### src/rtl/sdr_init_seq_pkg.sv
// rtl/sdr_init_seq_pkg.sv - shared states, SDRAM command codes and mode-word helpers
// Purpose: state encoding and constants shared by the SDRAM init sequencer files.
// Ports: none (package).
package sdr_init_seq_pkg;

    typedef enum logic [2:0] {
        ST_IDLE = 3'd0,
        ST_PWR  = 3'd1,
        ST_PRE  = 3'd2,
        ST_AREF = 3'd3,
        ST_LMR  = 3'd4,
        ST_DONE = 3'd5
    } state_t;

    // {nRAS, nCAS, nWE}; nCS is held low, so NOP is the idle command.
    localparam logic [2:0] CMD_NOP  = 3'b111;
    localparam logic [2:0] CMD_PRE  = 3'b010;
    localparam logic [2:0] CMD_AREF = 3'b001;
    localparam logic [2:0] CMD_LMR  = 3'b000;

    // Mode word layout: A9 write-burst, A8:7 op mode (0), A6:4 CAS latency,
    // A3 burst type, A2:0 burst length code.
    function automatic logic [12:0] mr_word(input logic       wb,
                                            input logic [2:0] cl,
                                            input logic       bt,
                                            input logic [2:0] bl);
        return {3'b000, wb, 2'b00, cl, bt, bl};
    endfunction

    localparam logic [12:0] MR_WORD_DFLT = mr_word(1'b0, 3'd3, 1'b0, 3'd2);

    function automatic int max_int(input int a, input int b);
        return (a > b) ? a : b;
    endfunction

endpackage

### src/rtl/sdr_wait_cnt.sv
// rtl/sdr_wait_cnt.sv - load/expire down-counter for state dwell times
// Purpose: loaded with (cycles-1) on state entry, o_expired high when it reaches zero.
// Ports: i_clk, i_rst_n (sync active-low), i_load, i_load_val[W], o_expired.
module sdr_wait_cnt #(
    parameter int             W       = 4,
    parameter logic [W-1:0]   RST_VAL = '0
) (
    input  logic         i_clk,
    input  logic         i_rst_n,
    input  logic         i_load,
    input  logic [W-1:0] i_load_val,
    output logic         o_expired
);

    logic [W-1:0] r_cnt;

    always_ff @(posedge i_clk) begin
        if (!i_rst_n) begin
            r_cnt <= RST_VAL;
        end else if (i_load) begin
            r_cnt <= i_load_val;
        end else if (r_cnt != '0) begin
            r_cnt <= r_cnt - 1'b1;
        end
    end

    assign o_expired = (r_cnt == '0);

endmodule

### src/rtl/sdr_init_seq.sv
// rtl/sdr_init_seq.sv - SDRAM power-up / re-initialisation sequencer
// Purpose: power-up wait with CKE, PRECHARGE ALL, N x AUTO REFRESH, LOAD MODE REGISTER,
//          then init_done; re-runs from PRECHARGE on request with an optional mode override.
// Ports: clk, rst_n (sync active-low); reinit_req/mr_ovr_en/mr_cfg in; reinit_ack,
//        init_busy, init_done out; registered SDRAM pins sdr_CKE, sdr_nCS/nRAS/nCAS/nWE,
//        sdr_BA, sdr_A, sdr_DQM.
module sdr_init_seq
    import sdr_init_seq_pkg::*;
#(
    parameter int               ROW_W      = 13,
    parameter int               BA_W       = 2,
    parameter int               DQM_W      = 2,
    parameter int               T_PWR_CYC  = 16700,
    parameter int               T_RP_CYC   = 3,
    parameter int               T_RFC_CYC  = 10,
    parameter int               T_MRD_CYC  = 2,
    parameter int               N_AREF     = 2,
    parameter logic [ROW_W-1:0] MR_DEFAULT = ROW_W'(MR_WORD_DFLT)
) (
    input  logic              clk,
    input  logic              rst_n,
    input  logic              reinit_req,
    input  logic              mr_ovr_en,
    input  logic [ROW_W-1:0]  mr_cfg,
    output logic              reinit_ack,
    output logic              init_busy,
    output logic              init_done,
    output logic              sdr_CKE,
    output logic              sdr_nCS,
    output logic              sdr_nRAS,
    output logic              sdr_nCAS,
    output logic              sdr_nWE,
    output logic [BA_W-1:0]   sdr_BA,
    output logic [ROW_W-1:0]  sdr_A,
    output logic [DQM_W-1:0]  sdr_DQM
);

    localparam int T_MAX = max_int(max_int(T_PWR_CYC, T_RP_CYC), max_int(T_RFC_CYC, T_MRD_CYC));
    localparam int CNT_W = $clog2(T_MAX) + 1;
    localparam logic [ROW_W-1:0] A_ALL_BANKS = ROW_W'(1) << 10;

    state_t             r_state;
    state_t             w_state_nxt;
    logic               w_enter;
    logic               w_accept;
    logic               w_aref_clr;
    logic               w_aref_inc;
    logic               w_cnt_exp;
    logic [CNT_W-1:0]   w_load_val;
    logic [2:0]         w_cmd;
    logic [ROW_W-1:0]   w_a;

    logic [3:0]         r_aref_cnt;
    logic [ROW_W-1:0]   r_mode;
    logic               r_cke;
    logic [2:0]         r_cmd;
    logic [ROW_W-1:0]   r_a;
    logic [DQM_W-1:0]   r_dqm;
    logic               r_busy;
    logic               r_done;
    logic               r_ack;

    // Reset value 1 keeps IDLE for one full cycle after reset is released.
    sdr_wait_cnt #(
        .W       (CNT_W),
        .RST_VAL (CNT_W'(1))
    ) u_wait_cnt (
        .i_clk      (clk),
        .i_rst_n    (rst_n),
        .i_load     (w_enter),
        .i_load_val (w_load_val),
        .o_expired  (w_cnt_exp)
    );

    always_ff @(posedge clk) begin
        if (!rst_n) begin
            r_state <= ST_IDLE;
        end else begin
            r_state <= w_state_nxt;
        end
    end

    // w_enter marks every state entry, including AREF re-entering itself, so
    // each entry reloads the dwell counter and issues exactly one command.
    always_comb begin
        w_state_nxt = r_state;
        w_enter     = 1'b0;
        w_accept    = 1'b0;
        w_aref_clr  = 1'b0;
        w_aref_inc  = 1'b0;
        w_load_val  = '0;
        case (r_state)
            ST_IDLE: begin
                if (w_cnt_exp) begin
                    w_state_nxt = ST_PWR;
                    w_enter     = 1'b1;
                    w_load_val  = CNT_W'(T_PWR_CYC - 1);
                end
            end
            ST_PWR: begin
                if (w_cnt_exp) begin
                    w_state_nxt = ST_PRE;
                    w_enter     = 1'b1;
                    w_aref_clr  = 1'b1;
                    w_load_val  = CNT_W'(T_RP_CYC - 1);
                end
            end
            ST_PRE: begin
                if (w_cnt_exp) begin
                    w_state_nxt = ST_AREF;
                    w_enter     = 1'b1;
                    w_load_val  = CNT_W'(T_RFC_CYC - 1);
                end
            end
            ST_AREF: begin
                if (w_cnt_exp) begin
                    w_enter    = 1'b1;
                    w_aref_inc = 1'b1;
                    if (r_aref_cnt == 4'(N_AREF - 1)) begin
                        w_state_nxt = ST_LMR;
                        w_load_val  = CNT_W'(T_MRD_CYC - 1);
                    end else begin
                        w_state_nxt = ST_AREF;
                        w_load_val  = CNT_W'(T_RFC_CYC - 1);
                    end
                end
            end
            ST_LMR: begin
                if (w_cnt_exp) begin
                    w_state_nxt = ST_DONE;
                    w_enter     = 1'b1;
                end
            end
            ST_DONE: begin
                if (reinit_req) begin
                    w_state_nxt = ST_PRE;
                    w_enter     = 1'b1;
                    w_accept    = 1'b1;
                    w_aref_clr  = 1'b1;
                    w_load_val  = CNT_W'(T_RP_CYC - 1);
                end
            end
            default: begin
                w_state_nxt = ST_IDLE;
                w_enter     = 1'b1;
            end
        endcase
    end

    // Output registers take the value for the state being entered, so pins
    // line up with the registered state and commands last one cycle.
    always_comb begin
        w_cmd = CMD_NOP;
        w_a   = '0;
        if (w_enter) begin
            case (w_state_nxt)
                ST_PRE: begin
                    w_cmd = CMD_PRE;
                    w_a   = A_ALL_BANKS;
                end
                ST_AREF: w_cmd = CMD_AREF;
                ST_LMR: begin
                    w_cmd = CMD_LMR;
                    w_a   = r_mode;
                end
                default: w_cmd = CMD_NOP;
            endcase
        end
    end

    always_ff @(posedge clk) begin
        if (!rst_n) begin
            r_aref_cnt <= '0;
            r_mode     <= MR_DEFAULT;
            r_cke      <= 1'b0;
            r_cmd      <= CMD_NOP;
            r_a        <= '0;
            r_dqm      <= '1;
            r_busy     <= 1'b0;
            r_done     <= 1'b0;
            r_ack      <= 1'b0;
        end else begin
            if (w_aref_clr) begin
                r_aref_cnt <= '0;
            end else if (w_aref_inc) begin
                r_aref_cnt <= r_aref_cnt + 4'd1;
            end
            if (w_accept) begin
                r_mode <= mr_ovr_en ? mr_cfg : MR_DEFAULT;
            end
            r_cke  <= (w_state_nxt != ST_IDLE);
            r_cmd  <= w_cmd;
            r_a    <= w_a;
            r_dqm  <= (w_state_nxt == ST_DONE) ? '0 : '1;
            r_busy <= (w_state_nxt inside {ST_PWR, ST_PRE, ST_AREF, ST_LMR});
            r_done <= (w_state_nxt == ST_DONE);
            r_ack  <= w_accept;
        end
    end

    assign reinit_ack = r_ack;
    assign init_busy  = r_busy;
    assign init_done  = r_done;
    assign sdr_CKE    = r_cke;
    assign sdr_nCS    = 1'b0;
    assign sdr_nRAS   = r_cmd[2];
    assign sdr_nCAS   = r_cmd[1];
    assign sdr_nWE    = r_cmd[0];
    assign sdr_BA     = '0;
    assign sdr_A      = r_a;
    assign sdr_DQM    = r_dqm;

endmodule

### config.mk
export PLATFORM = sky130hd
export DESIGN_NAME = sdr_init_seq
export DESIGN_NICKNAME = d
export VERILOG_FILES = /design/src/rtl/sdr_init_seq_pkg.sv /design/src/rtl/sdr_wait_cnt.sv /design/src/rtl/sdr_init_seq.sv
export SDC_FILE = /design/constraint.sdc
export NUM_CORES = 1
export LEC_CHECK = 0
export BUFFER_PORTS_ARGS = -buffer_cell sky130_fd_sc_hd__buf_4
export CAP_MARGIN = 20
export CORE_ASPECT_RATIO = 0.7
export CORE_MARGIN = 4
export CORE_UTILIZATION = 36
export CTS_CLUSTER_DIAMETER = 120
export DETAILED_ROUTE_END_ITERATION = 12
export MAX_ROUTING_LAYER = met4
export SYNTH_ARGS = -nofsm -noshare
export SYNTH_HDL_FRONTEND = slang
export SYNTH_SLANG_ARGS = --single-unit
### constraint.sdc
create_clock -name clk -period 1.9 [get_ports clk]
set_input_delay 0.095 -clock clk [delete_from_list [all_inputs] [get_ports clk]]
set_output_delay 0.095 -clock clk [all_outputs]
set_load 0.01 [all_outputs]
== After elaboration in Yosys (flattened, before gate mapping) ==
Index checks and enable logic that the tools add are counted.
Storage, ports and cells
  logic and storage cells: 61
  input bits: 17
  bits in registers: 58
  output and inout bits: 25
Cells by class
  reduce and logical (&&, ||, !) cells: 9
  equality and inequality tests: 11
  multiplexer cells: 27
  $add $sub $neg: 2
  bitwise gates (word level): 1
Operators with widths (count)
  one-hot mux 15 bit (5 select lines): 1
  2-to-1 mux 16 bit: 2
  one-hot mux 13 bit (2 select lines): 1
  2-to-1 mux 3 bit: 7
  one-hot mux 3 bit (6 select lines): 1
  zero test 16 bit: 1
  nonzero test 16 bit: 1
  subtractor 16 x 1 -> 16 bit, second input constant: 1
  2-to-1 mux 15 bit: 1
  2-to-1 mux 13 bit: 1
  equality test 3 x 2 -> 1 bit, second input constant: 4
  equality test 3 bit, second input constant: 4
  2-to-1 mux 4 bit: 3
  one-hot mux 3 bit (3 select lines): 1
  equality test 3 x 1 -> 1 bit, second input constant: 2
  2-to-1 mux 2 bit: 3
  OR reduction 5 bit: 1
  adder 4 x 1 -> 4 bit, second input constant: 1
  equality test 4 x 1 -> 1 bit, second input constant: 1
  2-to-1 mux 1 bit: 4
  one-hot mux 1 bit (2 select lines): 2
  nonzero test 4 bit: 1
  zero test 3 bit: 1
  nonzero test 3 bit: 1
  other kinds (4): 4

== Logic depth before layout (Yosys ltp) ==
  word-level depth: 6
  gate-level depth with buffers: 8
  gate-level depth less buffers: 7

== Cells and area by module ==
A second synthesis with hierarchy kept.
Second synthesis, totals
  cell total of the unflattened synthesis: 264
  area total of the unflattened synthesis: 2483.6 µm²
Modules (own cells, without submodules)
  sdr_init_seq: cells each 149, instances 1, sequential area each 820.8 µm², area each 1551.5 µm²
  sdr_wait_cnt: cells each 115, instances 1, sequential area each 320.3 µm², area each 932.1 µm²

== Least setup slack after synthesis ==
Ideal clock, no wire load.
  path type: register -> register
  start: register u_wait_cnt.r_cnt[0]
  end: register r_a[10] (netlist: sdr_A[10])
  data required time: 1.785 ns
  slack: 0.093 ns
  clock period less this slack: 1.807 ns
  cell stages (with the launch flop): 9
  arrival: 1.693 ns
  path through: dfxtp_1 -> inv_1 -> ha_1 -> nor4b_4 -> nand4_4 -> buf_6 -> nand2_1 -> o311ai_2 -> o21a_1
On the way
  cells in the longest elaborated chain, start to end: 5
RTL lines
  start, declared: line sdr_wait_cnt.sv:15  | logic [W-1:0] r_cnt;
  start signal, assigned: line sdr_wait_cnt.sv:21  | r_cnt <= i_load_val;
  start signal, assigned: line sdr_wait_cnt.sv:23  | r_cnt <= r_cnt - 1'b1;
  zero test 16 bit (*): line sdr_wait_cnt.sv:27  | assign o_expired = (r_cnt == '0);
  2-to-1 mux 3 bit (on tied branches)
  one-hot mux 3 bit (6 select lines): line sdr_init_seq.sv:92  | case (r_state)
  equality test 3 bit or equality test 3 x 2 -> 1 bit (tied branches): line sdr_init_seq.sv:156  | case (w_state_nxt)
  one-hot mux 13 bit (2 select lines): line sdr_init_seq.sv:156
  end signal, assigned: line sdr_init_seq.sv:193  | r_a <= w_a;
  end, declared: line sdr_init_seq.sv:57  | logic [ROW_W-1:0] r_a;
Every way passes the cells marked *; elsewhere a longest branch is shown, timed or not.
A chain may end at the register's enable or synchronous reset.

== Worst setup path after layout ==
  start: register u_wait_cnt.r_cnt[1]
  end: register r_done (netlist: init_done)
On the way
  cells in the longest elaborated chain, start to end: 4
RTL lines
  zero test 16 bit (*): line sdr_wait_cnt.sv:27
  2-to-1 mux 3 bit (on tied branches)
  one-hot mux 3 bit (6 select lines) (*): line sdr_init_seq.sv:92
  equality test 3 bit (*): line sdr_init_seq.sv:196  | r_done <= (w_state_nxt == ST_DONE);
  end signal, assigned: line sdr_init_seq.sv:196
  end, declared: line sdr_init_seq.sv:60  | logic r_done;
Marked as above.

==> metrics.txt <==
total negative slack=0 ns; fraction of layout cells with a size suffix above 1=33.2%; yosys warns=0; startpoint type of the worst setup path=register; reported max-cap violation count=0; Pre-antenna DRT Iters=4; CTS H-tree lvls=3; Initial DRC Count=95; Floorplan Core Area=0.00643 mm²; setup clock skew after layout=0.00900 ns; # IOs=42; count of inserted antenna diode cells=0; number of vias after detailed routing=2,120; critical setup path kind=reg -> reg; final layout net count=361; Clk pin slew, worst setup/hold paths=0.07 ns; leading register cell type out of synthesis=dfxtp_1; result of the run=finished, final reports clean; detail-routed net length per standard cell=14.3 µm; Final WS setup=0.0659 ns; cell type with the largest total area after synthesis=dfxtp_1; Sink Count=57; total standard cell area after synthesis=0.00247 mm²; ratio of final minimum period to clock period=96.5%; number of port buffers=38; width of the chip=107 µm; number of hold violations in the final report=0; total setup violations reported at the end of the flow=0; final antenna-violating net count=0; register bit total from synthesis=57; worst-path maximum fanout=4; Avg Inst Size Synth=9.69 µm²; antenna violations before repair=0; post-synthesis sequential area ratio=46.2%; die footprint=0.00828 mm²; die height=77.3 µm; Row Count=24; post-synthesis to final-layout area growth=39.9%; all-layer global routing usage=16.1%; post-route design area=0.00346 mm²; initial core utilization=38.5%; WP data arrival=2.13 ns; fmax=545 MHz; Unique masters post-synth=57; max-slew violations=0; Required @ worst endpoint=2.19 ns; most frequent cells in the layout=buf_4 (72), dfxtp_1 (56), nor2_1 (24), and2_1 (18); wire length after detailed routing=6240 µm; utilization after layout=53.8%; maximum resistive drop on vdd=0.511 mV; unrepaired setup endpoints after global routing=yes; total DRC errors in the routed layout=0; CTS tree=done; number of enable-type register cells in the synthesized netlist=0; remaining global-route overflow=0; fraction of post-synthesis cell area in the top cell type by area=46.2%; routed vias/inst=4.85; time the worst path needs with I/O delays and setup=1.83 ns; pre-CTS setup slack=-0.0594 ns; Tot Pwr=5.24 mW; PD cells=1520 mW/mm²; final weighted congestion in routability-driven placement=0.869; endpoint type of the worst setup path=register; CTS root buf=clkbuf_8; Cells after Synth=255; number of global-route vias before repair=2,045; DP HPWL=4460 µm; worst skew pair latency=0.34 ns; maximum number of pins on one net before global-route repair=17; number of buffers inserted during clock tree synthesis=9; async set-or-reset flop fraction in the synthesized netlist=0%; Bufs on Longest Clock Path=2; standby leakage power=1.40 nW; first-pass GRT wire length=10,000 µm; most common library cell in the layout ignoring fill and taps=buf_4; type of the worst min-delay path=in -> reg; synth top area cells=dfxtp_1 (46%), and2_1 (4.6%), nor2_1 (3.6%); Post-Place Cell Area=0.00298 mm²
cell usage after synthesis, drive strengths merged, types with 3 or more instances:
master  number
xor2         6
dfxtp       57
and3         5
ha           3
nand3        9
buf          8
nand4        6
nor4         3
nor2        24
nor3         8
nor3b        3
inv          7
o21ai       12
xnor2        4
and2        18
a22o        10
nand2       15
a21oi       16
clkbuf       5
o22a         3
area by class of cell:
type                       instances  area [µm²]
clock buffer                      10         138
clock inverter                     6        91.3
fill                             593        2970
inverter                           8        30.0
multi-input combinational        179        1260
sequential                        57        1140
tap                               91         114
timing repair buffer              86         682
worst paths after layout:
| check | start | end | slack [ns] | depth (start not counted) |
|---|---|---|---|---|
| setup / recovery | u_wait_cnt.r_cnt[1] | init_done | 0.07 | 9 |
| hold / removal | rst_n | r_cmd[1] | 0.03 | 2 |
| setup reg to reg | u_wait_cnt.r_cnt[1] | init_done | 0.07 | 9 |
| hold reg to reg | r_mode[3] | sdr_A[3] | 0.46 | 1 |
per-stage QoR:
stage / hold WS [ns] / instances
finish: 0.0334 / 437
detailed placement: 0.311 / 399
floorplan: 0.214 / 257
global placement: 0.304 / 399
global route: 0.0262 / 437
CTS: 0.0157 / 429
repair_timing:
action,4_1_cts,5_1_grt
endpoints found under the setup margin,4,27
setup buffers,1,8
endpoints found under the hold margin,13,0
gates resized for setup,1,12
pin swaps,0,11
hold buffers,13,0
sequential cells by signal, summed over array words and instances (netlist names):
signal and cells:
r_state 3, init_busy 1, r_mode 13, reinit_ack 1, init_done 1, r_aref_cnt 4, sdr_A 13, sdr_DQM 1
u_wait_cnt.r_cnt 16, sdr_CKE 1, r_cmd 3
where the power goes:
part	switching, mW	internal (mW)	leakage (nW)
Combinational	1.14	1.19	0.832
Sequential	0.241	1.37	0.462
Clock	0.527	0.775	0.105
Total	1.91	3.33	1.40
critical path: stages (launching register included):
cell	delay [ns]
dfxtp_2	0.33
inv_2	0.07
ha_4	0.13
nor4b_4	0.29
buf_4	0.18
and4_4	0.28
buf_4	0.12
o21ai_0	0.06
nor2_1	0.17
and2_1	0.14
kinds of logic after synthesis:
logic type	Yosys count	share of synthesized area [%]
AOI/OAI and AO/OA	55	16.0
xor gates and xnor gates	10	3.54
adders and majority gates	3	1.52
buffers and inverters	21	4.81
DFF	57	46.2
muxes	1	0.405
other	1	0.152
and+or+nand+nor	107	27.4
layer usage:
metal  vias to the layer above  GRT usage [%]  wire length [µm]
li1                       1075              -                 -
met1                       973           21.2              2960
met2                        64           22.6              2780
met3                         8           5.62               411
met4                         0           5.87                84
met5                         -              -                 0
Power figures use the tool's default switching activity.
